`config.mk`:
```
export PLATFORM = sky130hd
export DESIGN_NAME = rc4_stream_core_flat
export DESIGN_NICKNAME = d
export VERILOG_FILES = /design/src/rtl/rc4_stream_core_if.sv /design/src/rtl/rc4_stream_core.sv /design/src/flat_wrapper.sv
export SDC_FILE = /design/constraint.sdc
export NUM_CORES = 1
export LEC_CHECK = 0
export CORE_MARGIN = 10
export CORE_UTILIZATION = 55
export CTS_BUF_LIST = sky130_fd_sc_hd__clkbuf_2 sky130_fd_sc_hd__clkbuf_4 sky130_fd_sc_hd__clkbuf_8
export DETAILED_ROUTE_END_ITERATION = 8
export PLACE_DENSITY = 0.72
export SETUP_SLACK_MARGIN = 0.15
export SYNTH_ARGS = -nofsm -noshare
export SYNTH_HDL_FRONTEND = slang
export SYNTH_SLANG_ARGS = --single-unit
```
`constraint.sdc`:
```
create_clock -name clk -period 24.1 [get_ports clk]
set_input_delay 2.41 -clock clk [delete_from_list [all_inputs] [get_ports clk]]
set_output_delay 2.41 -clock clk [all_outputs]
set_load 0.02 [all_outputs]
```
`src/rtl/rc4_stream_core_if.sv`:
```
`default_nettype none
// ============================================================================
// Module      : rc4_stream_core_if
// Description : Key-load, control and valid/ready streaming bundle for the
//               self-sequencing RC4 core.
// Revision    : 1.0 - initial release
// ============================================================================
interface rc4_stream_core_if #(
    parameter int W          = 4,
    parameter int KEYLEN_MAX = 16,
    parameter int KLW        = $clog2(KEYLEN_MAX + 1),
    parameter int KAW        = (KEYLEN_MAX > 1) ? $clog2(KEYLEN_MAX) : 1
);
    logic           key_wr;
    logic [KAW-1:0] key_addr;
    logic [W-1:0]   key_din;
    logic [KLW-1:0] key_len;
    logic           start;
    logic           busy;
    logic           ready;
    logic           in_valid;
    logic [W-1:0]   in_data;
    logic           in_ready;
    logic           out_valid;
    logic [W-1:0]   out_data;
    logic           out_ready;

    // Core side
    modport slave (
        input  key_wr, key_addr, key_din, key_len, start,
        input  in_valid, in_data, out_ready,
        output busy, ready, in_ready, out_valid, out_data
    );

    // Host / stream side
    modport master (
        output key_wr, key_addr, key_din, key_len, start,
        output in_valid, in_data, out_ready,
        input  busy, ready, in_ready, out_valid, out_data
    );
endinterface
`default_nettype wire

```
`src/rtl/rc4_stream_core.sv`:
```
`default_nettype none
// ============================================================================
// Module      : rc4_stream_core
// Description : Self-sequencing RC4 engine. Internal FSM runs S-box init,
//               key scheduling, then XORs a valid/ready word stream with the
//               generated keystream (1 word/cycle, 1-cycle latency).
// Revision    : 1.0 - initial release
// ============================================================================
module rc4_stream_core #(
    parameter int W          = 4,
    parameter int KEYLEN_MAX = 16,
    parameter int KLW        = $clog2(KEYLEN_MAX + 1)
) (
    input  logic              clk,
    input  logic              reset,
    rc4_stream_core_if.slave  bus
);
    localparam int KAW = (KEYLEN_MAX > 1) ? $clog2(KEYLEN_MAX) : 1;
    localparam int c_depth = 1 << W;

    localparam logic [1:0] c_st_idle = 2'd0;
    localparam logic [1:0] c_st_init = 2'd1;
    localparam logic [1:0] c_st_ksa  = 2'd2;
    localparam logic [1:0] c_st_prga = 2'd3;

    localparam logic [W-1:0]   c_last   = {W{1'b1}};
    localparam logic [W-1:0]   c_one_w  = {{(W-1){1'b0}}, 1'b1};
    localparam logic [KLW-1:0] c_lenmax = KLW'(KEYLEN_MAX);
    localparam logic [KLW-1:0] c_one_l  = {{(KLW-1){1'b0}}, 1'b1};
    localparam logic [KAW:0]   c_keymax = (KAW+1)'(KEYLEN_MAX);
    localparam logic [KAW-1:0] c_one_k  = {{(KAW-1){1'b0}}, 1'b1};

    logic [1:0]     r_state;
    logic [W-1:0]   r_i;
    logic [W-1:0]   r_j;
    logic [KAW-1:0] r_kidx;
    logic [KLW-1:0] r_len;
    logic [W-1:0]   r_sbox [c_depth];
    logic [W-1:0]   r_key  [KEYLEN_MAX];
    logic           r_out_valid;
    logic [W-1:0]   r_out_data;

    logic           w_start_ok;
    logic [KLW-1:0] w_len_sel;
    logic           w_key_wr_ok;
    logic           w_klast;
    logic [W-1:0]   w_ksa_si, w_ksa_j, w_ksa_sj;
    logic [W-1:0]   w_pi, w_si, w_pj, w_sj, w_t, w_st, w_ks;
    logic           w_in_ready;
    logic           w_consume;

    // Control qualifiers: start only honoured in IDLE/PRGA, key writes likewise
    assign w_start_ok  = bus.start && (r_state == c_st_idle || r_state == c_st_prga);
    assign w_len_sel   = (bus.key_len == '0 || bus.key_len > c_lenmax) ? c_lenmax : bus.key_len;
    assign w_key_wr_ok = bus.key_wr && (r_state == c_st_idle || r_state == c_st_prga)
                         && ({1'b0, bus.key_addr} < c_keymax);

    // KSA datapath; the key index is its own wrapping counter (no modulo)
    assign w_klast  = (KLW'(r_kidx) == (r_len - c_one_l));
    assign w_ksa_si = r_sbox[r_i];
    assign w_ksa_j  = r_j + w_ksa_si + r_key[r_kidx];
    assign w_ksa_sj = r_sbox[w_ksa_j];

    // PRGA datapath; keystream lookup must see the post-swap S-box, so the
    // two swapped locations are forwarded instead of reading the array
    assign w_pi = r_i + c_one_w;
    assign w_si = r_sbox[w_pi];
    assign w_pj = r_j + w_si;
    assign w_sj = r_sbox[w_pj];
    assign w_t  = w_si + w_sj;
    assign w_st = r_sbox[w_t];
    assign w_ks = (w_t == w_pi) ? w_sj : ((w_t == w_pj) ? w_si : w_st);

    assign w_in_ready = (r_state == c_st_prga) && (!r_out_valid || bus.out_ready);
    assign w_consume  = w_in_ready && bus.in_valid;

    // Sequencer: IDLE -> INIT (2^W) -> KSA (2^W) -> PRGA, start in PRGA re-keys
    always_ff @(posedge clk) begin
        if (reset) begin
            r_state <= c_st_idle;
            r_i     <= '0;
            r_j     <= '0;
            r_kidx  <= '0;
            r_len   <= '0;
        end else begin
            case (r_state)
                c_st_idle, c_st_prga: begin
                    if (w_start_ok) begin
                        r_state <= c_st_init;
                        r_i     <= '0;
                        r_j     <= '0;
                        r_kidx  <= '0;
                        r_len   <= w_len_sel;
                    end else if (w_consume) begin
                        r_i <= w_pi;
                        r_j <= w_pj;
                    end
                end
                c_st_init: begin
                    r_i <= r_i + c_one_w;
                    if (r_i == c_last) begin
                        r_state <= c_st_ksa;
                        r_j     <= '0;
                        r_kidx  <= '0;
                    end
                end
                c_st_ksa: begin
                    r_i    <= r_i + c_one_w;
                    r_j    <= w_ksa_j;
                    r_kidx <= w_klast ? '0 : (r_kidx + c_one_k);
                    if (r_i == c_last) begin
                        r_state <= c_st_prga;
                        r_j     <= '0;
                    end
                end
                default: r_state <= c_st_idle;
            endcase
        end
    end

    // S-box: identity fill in INIT, single-edge swaps in KSA and on each PRGA word
    always_ff @(posedge clk) begin
        if (!reset) begin
            case (r_state)
                c_st_init: r_sbox[r_i] <= r_i;
                c_st_ksa: begin
                    r_sbox[r_i]     <= w_ksa_sj;
                    r_sbox[w_ksa_j] <= w_ksa_si;
                end
                c_st_prga: begin
                    if (w_consume) begin
                        r_sbox[w_pi] <= w_sj;
                        r_sbox[w_pj] <= w_si;
                    end
                end
                default: ;
            endcase
        end
    end

    // Key register file, writable only while the schedule is not running
    always_ff @(posedge clk) begin
        if (!reset && w_key_wr_ok) begin
            r_key[bus.key_addr] <= bus.key_din;
        end
    end

    // Output stage: holds a word until accepted, reset drops any pending word
    always_ff @(posedge clk) begin
        if (reset) begin
            r_out_valid <= 1'b0;
            r_out_data  <= '0;
        end else if (w_consume) begin
            r_out_valid <= 1'b1;
            r_out_data  <= bus.in_data ^ w_ks;
        end else if (bus.out_ready) begin
            r_out_valid <= 1'b0;
        end
    end

    assign bus.busy      = (r_state == c_st_init) || (r_state == c_st_ksa);
    assign bus.ready     = (r_state == c_st_prga);
    assign bus.in_ready  = w_in_ready;
    assign bus.out_valid = r_out_valid;
    assign bus.out_data  = r_out_data;
endmodule
`default_nettype wire

```
`src/flat_wrapper.sv`:
```
// flat-port wrapper written by rule: the top's interface ports become plain ports
module rc4_stream_core_flat 
#(
    parameter int W          = 4,
    parameter int KEYLEN_MAX = 16,
    parameter int KLW        = $clog2(KEYLEN_MAX + 1)
)
  (clk, reset, bus_key_wr, bus_key_addr, bus_key_din, bus_key_len, bus_start, bus_in_valid, bus_in_data, bus_out_ready, bus_busy, bus_ready, bus_in_ready, bus_out_valid, bus_out_data);
  rc4_stream_core_if #(.W(W), .KEYLEN_MAX(KEYLEN_MAX), .KLW(KLW)) bus_i ();
  input  logic clk;
  input  logic reset;
  input wire logic [$bits(bus_i.key_wr)-1:0] bus_key_wr;
  input wire logic [$bits(bus_i.key_addr)-1:0] bus_key_addr;
  input wire logic [$bits(bus_i.key_din)-1:0] bus_key_din;
  input wire logic [$bits(bus_i.key_len)-1:0] bus_key_len;
  input wire logic [$bits(bus_i.start)-1:0] bus_start;
  input wire logic [$bits(bus_i.in_valid)-1:0] bus_in_valid;
  input wire logic [$bits(bus_i.in_data)-1:0] bus_in_data;
  input wire logic [$bits(bus_i.out_ready)-1:0] bus_out_ready;
  output wire logic [$bits(bus_i.busy)-1:0] bus_busy;
  output wire logic [$bits(bus_i.ready)-1:0] bus_ready;
  output wire logic [$bits(bus_i.in_ready)-1:0] bus_in_ready;
  output wire logic [$bits(bus_i.out_valid)-1:0] bus_out_valid;
  output wire logic [$bits(bus_i.out_data)-1:0] bus_out_data;
  assign bus_i.key_wr = bus_key_wr;
  assign bus_i.key_addr = bus_key_addr;
  assign bus_i.key_din = bus_key_din;
  assign bus_i.key_len = bus_key_len;
  assign bus_i.start = bus_start;
  assign bus_i.in_valid = bus_in_valid;
  assign bus_i.in_data = bus_in_data;
  assign bus_i.out_ready = bus_out_ready;
  assign bus_busy = bus_i.busy;
  assign bus_ready = bus_i.ready;
  assign bus_in_ready = bus_i.in_ready;
  assign bus_out_valid = bus_i.out_valid;
  assign bus_out_data = bus_i.out_data;
  rc4_stream_core #(.W(W), .KEYLEN_MAX(KEYLEN_MAX), .KLW(KLW)) u_core (.clk(clk), .reset(reset), .bus(bus_i));
endmodule
```
* Word-level counts from Yosys, hierarchy flattened *
Memory sizes are Yosys's and may differ from the RTL's. A register that Yosys moved wholly into a read port is not among the register bits.
Cells that the tools add are included.

word-level totals
  output and inout bits = 8
  input port bits = 23
  memory bits (writable) = 128
  logic and storage cells = 95
  memories kept = 2
  register bits = 24

operators by class
  muxes and demuxes = 43
  $lt $le $gt $ge = 1
  reductions and logical operators = 22
  eq/ne operators = 11
  add/subtract/negate cells = 7
  bitwise gates (word level) = 2

memories
  memory         words  bits a word  rd ports  clocked after memory_dff  wr ports  RTL line               RTL
  u_core.r_key   16     4            1         1                         1         rc4_stream_core.sv:39  logic [W-1:0] r_key [KEYLEN_MAX];
  u_core.r_sbox  16     4            5         1                         2         rc4_stream_core.sv:38  logic [W-1:0] r_sbox [c_depth];

operators by type and width
  cell                                                                number
  4-bit 2-to-1 mux                                                    19
  4-bit one-hot mux with 3 select lines                               2
  4-bit adder                                                         4
  1-bit 2-to-1 mux                                                    16
  4-bit by 1-bit adder with 4-bit output, second input constant       2
  4-bit == test                                                       2
  4-bit one-hot mux with 2 select lines                               1
  4-bit OR reduction                                                  2
  2-bit 2-to-1 mux                                                    3
  2-bit by 1-bit != test with 1-bit output, second input constant     3
  2-bit one-hot mux with 3 select lines                               1
  2-bit AND reduction                                                 3
  4-bit by 5-bit == test with 1-bit output                            1
  5-bit > comparator, second input constant                           1
  1-bit logical AND                                                   5
  5-bit logical NOT                                                   1
  5-bit 2-to-1 mux                                                    1
  5-bit by 1-bit subtractor with 5-bit output, second input constant  1
  2-bit == test, second input constant                                2
  4-bit == test, second input constant                                1
  1-bit logical OR                                                    4
  2-bit OR reduction                                                  2
  4-bit bitwise XOR                                                   1
  3-bit by 1-bit != test with 1-bit output, second input constant     1
  6 further kinds                                                     7

* Longest topological paths before layout *
  depth in word-level cells = 10
  gate-level depth with buffers = 24
  gate-level depth less buffers = 21

* Worst setup path after synthesis *
Ideal clock, no wire load.

  path type = register to register
  from = reg u_core.r_i[0]
  to = reg u_core.r_out_data[0] (netlist: u_core.bus.out_data[0])
  setup time = 0.112 ns
  stages on the path, launching flop included = 24
  slack = 16.391 ns
  clock period less this slack = 7.709 ns
  buffers on the path = 5
  required time = 23.988 ns
  arrival = 7.597 ns
  cell sequence = dfxtp_1 -> buf_6 -> buf_1 -> mux4_2 -> mux4_2 -> ha_1 -> fa_1 -> buf_6 -> buf_1 -> mux4_2 -> mux4_2 -> ha_1 -> inv_1 -> fa_1 -> clkbuf_1 -> xnor2_1 -> nor2_1 -> o211ai_1 -> nor3_1 -> a2111oi_0 -> nand3_1 -> o22ai_1 -> mux2_1 -> a2111oi_1

on the way
  word-level cells in the longest chain between the ends = 9

RTL lines
  what                                                            RTL line                RTL
  from (decl)                                                     rc4_stream_core.sv:34   logic [W-1:0] r_i;
  from (signal assigned)                                          rc4_stream_core.sv:95   r_i <= w_pi;
  from (signal assigned)                                          rc4_stream_core.sv:100  r_i <= r_i + c_one_w;
  from (signal assigned)                                          rc4_stream_core.sv:108  r_i <= r_i + c_one_w;
  4-bit by 1-bit adder with 4-bit output (*)                      rc4_stream_core.sv:66   assign w_pi = r_i + c_one_w;
  memory read 16 x 4 bit                                          n/a
  4-bit adder                                                     rc4_stream_core.sv:68   assign w_pj = r_j + w_si;
  memory read 16 x 4 bit                                          n/a
  4-bit adder                                                     rc4_stream_core.sv:70   assign w_t = w_si + w_sj;
  memory read 16 x 4 bit / 4-bit == test (equally long branches)  n/a
  4-bit 2-to-1 mux                                                rc4_stream_core.sv:72   assign w_ks = (w_t == w_pi) ? w_sj : ((w_t == w_pj) ? w_si : w_st);
  4-bit 2-to-1 mux (*)                                            rc4_stream_core.sv:72
  4-bit bitwise XOR (*)                                           rc4_stream_core.sv:155  r_out_data <= bus.in_data ^ w_ks;
  to (signal assigned)                                            rc4_stream_core.sv:155
  to (decl)                                                       rc4_stream_core.sv:41   logic [W-1:0] r_out_data;

Mark *: on every way between the ends. The rest lies on a longest branch, timed or not.
A chain may end at the register's enable or synchronous reset.

* Worst setup path in the final report *
  from = reg u_core.r_i[0]
  to = reg u_core.r_out_data[1] (netlist: u_core.bus.out_data[1])

The elaborated chain is that of the path after synthesis.

==> run summary <==
outcome - complete, no violations
Slew HR - 0.181
fin crit share - 0.368
Mapped Area - 10400 sq um
Max-Cap Viols - 0
M1 wire length - 11000 microns
Skew-Pair Late Insertion Delay - 0.46 ns
Worst setup SP type - flip-flop
Fillers - 1412
Starting Density - 0.557
CP Data Arrival Time - 9.20 ns
Yosys cell types - 60
initial DRC count - 862
wirelength, routed - 28600 microns
DP HPWL - 21100 microns
die height - 158 microns
CTS Buf Count - 17
Area contributors post-synth - edfxtp_1 (37%), mux4_2 (24%), mux2i_1 (8.1%), dfxtp_1 (6.1%), ha_1 (1.8%)
HP Start - u_core.bus.out_valid
share of post-route cells with drive strength above 1 - 0.221
r2r endpoint - u_core.bus.out_data[1]
DRC - 0
Antenna Nets Post-Route - 0
largest net degree at the start of global routing - 32
post-CTS setup buffer count - 0
max frequency - 0.113 GHz
post-synth top area share - 0.369
Synth Area per Inst - 13.8 sq um
Resize count post-CTS - 0
Hold WS - 0.549 ns
crit path capture type - flip-flop
Hold Violations, Final - 0
first-pass GRT wire length - 44200 microns
vias per inst - 7.22
I/O Pins - 31
clock sink total - 160
top layer in use - met4
CTS tree - yes
die width - 158 microns
fin crit period - 8.88 ns
average wire per standard cell - 28.3 microns
hold_buf cts - 0
worst min path class - flip-flop to flip-flop
ant diodes - 0
initial antenna violation count - 0
Clock transition at path regs - 0.09 ns
vias in the first global route - 7276
sequential-to-total area share from yosys stat - 0.430
setup TNS - 0 ns
Post-synth EDFFs - 128
die area - 24900 sq um
top_reg_cell synth - edfxtp_1
Final GP Congestion - 1.02
gr usage total - 0.236
met2 wire len - 13100 microns
Req. time, crit path - 24.42 ns
clock root buffer - clkbuf_8
final worst slack - 15.22 ns
Synth warnings - 0
FF-to-FF path depth - 22
flops & latches, synth - 160
Max Root-Sink Buffers - 2
CP max FO - 30
drt first pass iters - 5
unrepaired setup endpoints after global routing - no
Layout area overhead - 7.72%
Routed met3 length - 3760 microns
Place WS - 15.29 ns
Vias - 7281
Worst Hold End - u_core.bus.out_valid
Final nets - 806
R2R Setup Slk - 15.22 ns
cells after synthesis - 758
Port Buf Inserts - 30
setup violators final - 0
Synth area leader - edfxtp_1
Setup CP Type - flip-flop to flip-flop
global route overflow - 0
Hold Crit Depth - 2
Synth Net Count - 802
worst slew pin tran - 1.22 ns
Async S/R FF share, synth - 0
fin. max-slew vios - 0
CTS H-Tree Depth - 4
# rows - 50
core area - 18700 sq um
Worst Skew - 0.0266 ns
r2r startpoint - u_core.r_i[0]
==> cells in the final DEF, fill, tap and decap left out, drive strengths merged, types with 5 or more instances in the layout <==
cell and count:
a2111oi 6, a211oi 8, a21oi 21, and2 7, buf 12, clkbuf 19
clkdlybuf4s50 30, dfxtp 32, edfxtp 128, fa 6, ha 15, inv 24
mux2 7, mux2i 85, mux4 114, nand2 33, nand2b 7, nand3 16
nand3b 5, nand4 6, nor2 46, nor3 19, nor3b 8, o211ai 5
o21ai 27, o21bai 7, xnor2 21
==> worst max-delay path, stage by stage (launching register included) <==
cell and delay (ns):
dfxtp_1 0.32, buf_4 0.39, ha_1 0.84, mux4_2 0.42
mux4_2 0.60, ha_1 0.33, and3_1 0.19, nor3_1 0.53
nor2_1 0.20, xor2_2 0.58, mux4_2 0.41, ha_1 0.19
inv_1 0.06, fa_1 1.16, xnor2_1 0.20, nor2_1 0.10
o211ai_1 0.18, nor3_1 0.07, a2111oi_0 0.69, nand3_1 0.25
o22ai_1 0.27, mux2_1 0.34, a2111oi_1 0.41
==> flip-flops by register name, summed over array words and instances (netlist names), named ones only <==
| signal | flops |
|---|---|
| u_core.bus.out_data | 4 |
| u_core.bus.out_valid | 1 |
| u_core.r_i | 4 |
| u_core.r_j | 4 |
| u_core.r_key | 64 |
| u_core.r_kidx | 4 |
| u_core.r_len | 5 |
| u_core.r_sbox | 64 |
| u_core.r_state | 2 |
==> layout make-up <==
cell class / instances / area [sq um] / share of cell area
Multi-Input combinational cell: 526 / 5640 / 0.502
Sequential cell: 160 / 4480 / 0.399
Timing Repair Buffer: 42 / 390 / 0.0348
Tap cell: 234 / 293 / 0.0261
Clock buffer: 19 / 249 / 0.0222
Clock inverter: 13 / 120 / 0.0107
Inverter: 15 / 56.3 / 0.00501
==> metrics by stage <==
step | cell area, sq um | utilization | cells
after CTS | 11200 | 0.600 | 1009
after floorplan | 10400 | - | 758
after global placement | 10900 | 0.581 | 977
after detailed placement | 10900 | 0.581 | 977
after global routing | 11200 | 0.600 | 1009
final | 11200 | 0.600 | 1009
==> worst max-delay path by stage <==
stage	start	to	slack, ns	cells after the start
final	u_core.r_i[0]	u_core.bus.out_data[1]	15.22	22
after global routing	u_core.r_i[0]	u_core.bus.out_data[1]	14.70	22
after CTS	u_core.r_i[0]	u_core.bus.out_data[1]	15.27	22
after detailed placement	u_core.r_i[0]	u_core.bus.out_data[1]	15.29	22
after global placement	u_core.r_i[0]	u_core.bus.out_data[2]	15.67	22
after floorplan	u_core.r_i[0]	u_core.bus.out_data[0]	16.39	23
==> logic make-up (layout without fill, tap and decap cells) <==
kind of cell               Yosys count  in the layout  synth area share
muxes                              206            206             0.337
and+or+nand+nor                    167            167            0.0796
DFF                                160            160             0.430
AOI/OAI and AO/OA                  107            107            0.0691
buffers and inverters               72             89            0.0306
xor gates and xnor gates            25             25            0.0235
adders and majority gates           21             21            0.0295
==> cells in the mapped netlist (5+ instances only) <==
cell type  number
nor2_1         46
nand2_1        33
inv_1          15
buf_2           6
a21oi_1        21
and2_1          7
mux4_2        112
nand3b_1        5
mux2i_1        84
o211ai_1        5
ha_1           15
nand4_1         6
nand3_1        16
a211oi_1        8
o21ai_0        26
nor3b_1         8
edfxtp_1      128
fa_1            6
buf_1          11
clkbuf_1       33
dfxtp_1        32
nor3_1         19
nand2b_1        7
o21bai_1        7
xnor2_1        20
==> per-layer routing <==
metal	global-route usage	vias to the layer above
met4	0.0806	0
met2	0.350	459
li1	-	3085
met1	0.311	3672
met3	0.0931	65
met5	0	-
Power is not shown: default switching activity piles up to over one toggle a cycle in this logic, so the estimate is an artifact.
==> patch: new RTL, same settings <==
`KEYLEN_MAX` is set to 16 in 3 places; all go to 32.
--- a/src/rtl/rc4_stream_core_if.sv
+++ b/src/rtl/rc4_stream_core_if.sv
@@ -9,3 +9,3 @@
     parameter int W          = 4,
-    parameter int KEYLEN_MAX = 16,
+    parameter int KEYLEN_MAX = 32,
     parameter int KLW        = $clog2(KEYLEN_MAX + 1),
--- a/src/rtl/rc4_stream_core.sv
+++ b/src/rtl/rc4_stream_core.sv
@@ -10,3 +10,3 @@
     parameter int W          = 4,
-    parameter int KEYLEN_MAX = 16,
+    parameter int KEYLEN_MAX = 32,
     parameter int KLW        = $clog2(KEYLEN_MAX + 1)
--- a/src/flat_wrapper.sv
+++ b/src/flat_wrapper.sv
@@ -4,3 +4,3 @@
     parameter int W          = 4,
-    parameter int KEYLEN_MAX = 16,
+    parameter int KEYLEN_MAX = 32,
     parameter int KLW        = $clog2(KEYLEN_MAX + 1)
Ports: changed (resized bus_key_addr and bus_key_len); port bits go from 31 to 33. No check against the original RTL was run, so the function may have changed too.
==> patch against the unedited design <==
Synthesized cell count increased by 18%. Synthesized area is 25% higher. Sequential cell count is 67 higher. Count of clock-buffer cells in the layout increased by 35. Setup slack better by 0.28 ns. Wire length is 20% higher. Cell area is 29% higher.
Power is not shown: default switching activity piles up to over one toggle a cycle in this logic, so the estimate is an artifact.
==> patch: results <==
export IMPL_synth_ff_type="edfxtp_1"
export IMPL_insertion_delay_ns=0.58
export IMPL_synth_edf_count=192
export IMPL_hpwl_um=23900
export IMPL_min_from="u_core.bus.out_data[3]"
export IMPL_ff2ff_setup_slack_ns=15.50
export IMPL_grt_use_total_pct=22.6
export IMPL_synth_area_top_cells="edfxtp_1 44%, mux4_2 21%, mux2i_1 6.7%"
export IMPL_r2r_end="u_core.bus.out_data[2]"
export IMPL_max_slew_margin_pct=18.9
export IMPL_synthTopCellsByCount="192 x edfxtp_1, 122 x mux4_2, 87 x mux2i_1"
export IMPL_grt_max_degree=33
export IMPL_drtIter0Drc=1246
export IMPL_drc=0
export IMPL_async_flop_share_pct=0
export IMPL_drive_above_1_share_pct=23.3
export IMPL_worstPathArrival_ns=9.09
export IMPL_cts_max_level=2
export IMPL_top_regs="u_core.r_key x128, u_core.r_sbox x64, u_core.r_len x6"
export IMPL_nFillCells=1755
export IMPL_hp_class="flop to flop"
export IMPL_hold_path_depth=2
export IMPL_cts_clk_slew_worst_paths_ns=0.07
export IMPL_rr_worst_depth=26
export IMPL_hold_end="u_core.bus.out_data[3]"
export IMPL_synth_seq_area_share_pct=49.6
export IMPL_ys_warnings_count=0
export IMPL_place_congestion=1.01
export IMPL_synth_cell_types=55
export IMPL_cts_root_buf="clkbuf_8"
export IMPL_cts_buffers=38
export IMPL_drt_wirelength_per_cell_um=26.7
export IMPL_drt_pass1_iterations=6
export IMPL_grt_pass1_wl_um=53100
export IMPL_reg2reg_from="u_core.r_i[0]"
export IMPL_post_cts_buffers=0
export IMPL_cts_buffer_depth=3
export IMPL_syn_nets=939
export IMPL_finClkSkew_ns=0.0549
export IMPL_cts_resized=0
export IMPL_vias_per_cell=6.85
export IMPL_crit_path_max_fanout=30
export IMPL_io_buffers=32
export IMPL_antenna_found_initial=2
export IMPL_fin_nets=977
export IMPL_status="complete, no violations"
export IMPL_grt_pass1_vias=8752
[patch: cell count changes in the layout (fill, tap and decap cells not counted), sizes merged, moves of 5 or more]
cell    unedited run  this run
edfxtp           128       192
nor2              46        85
clkbuf            19        54
mux4             114       134
buf               12        25
clkinv             2        10
xnor2             21        13
a211oi             8        15
xor2               4        10
nand2             33        38
nand3b             5        10
o21ai             27        32
[patch: cell families after synthesis]
group,Yosys count,synth area share [%]
adders and majority gates,20,2.27
AOI/OAI and AO/OA,110,5.37
buffers and inverters,81,2.78
and+or+nand+nor,207,7.54
xor gates and xnor gates,23,1.60
muxes,226,30.8
DFF,227,49.6
[patch: layout make-up]
type                    count  share of cell area, %
flip-flops and latches    227                   44.8
multi-input cells         586                   43.0
clock buffers              54                   4.63
repair buffers             57                   3.52
diodes                      1                 0.0173
clock inverters            14                  0.693
well taps                 319                   2.76
inverters                  22                  0.572
[patch: stage by stage]
stage | instance area, sq um | utilization (%) | std cells | hold WS, ns | setup slack (ns)
CTS | 14400 | 61.7 | 1279 | 0.501 | 15.57
floorplan | 13000 | - | 894 | 0.478 | 16.55
detailed placement | 13700 | 58.4 | 1211 | 0.491 | 15.58
global route | 14400 | 61.7 | 1279 | 0.542 | 14.63
global placement | 13700 | 58.4 | 1211 | 0.491 | 15.79
finish | 14400 | 61.7 | 1280 | 0.497 | 15.50
[patch: layer usage]
layer	vias to the layer above	track usage [%]	share of wire [%]
met5	-	0	0.029
met4	2	8.66	3.7
met3	115	7.39	12
met2	596	33.7	44
met1	4354	30.1	40
li1	3707	-	-
[patch: how the worst max path moves through the flow]
| stage | from | to | slack, ns | depth (start not counted) |
|---|---|---|---|---|
| 3_3_place_gp | u_core.r_i[0] | u_core.bus.out_data[0] | 15.79 | 28 |
| 5_1_grt | u_core.r_i[0] | u_core.bus.out_data[0] | 14.63 | 28 |
| 2_1_floorplan | u_core.r_i[1] | u_core.bus.out_data[0] | 16.55 | 25 |
| 6_report | u_core.r_i[0] | u_core.bus.out_data[2] | 15.50 | 26 |
| 3_5_place_dp | u_core.r_i[0] | u_core.bus.out_data[2] | 15.58 | 28 |
| 4_1_cts | u_core.r_i[0] | u_core.bus.out_data[2] | 15.57 | 28 |
[patch: worst max-delay path, stage by stage, from the launching register on]
cell and delay, ns:
dfxtp_1 0.30, buf_4 0.24, ha_1 0.58, buf_4 0.36, mux4_2 0.53, nand2_1 0.08
nand2_1 0.06, o21ai_0 0.39, inv_1 0.19, ha_1 0.33, and3_1 0.17, nor3_1 0.54
nor2_1 0.14, xor2_1 0.21, buf_4 0.22, mux4_2 0.58, ha_1 0.31, a21o_1 0.20
a21oi_1 0.60, a211oi_1 0.10, mux2i_1 0.18, nand4_1 0.59, mux2i_1 0.82, o21ai_0 0.19
a211oi_1 0.25, o21ai_0 0.13, a311oi_1 0.25
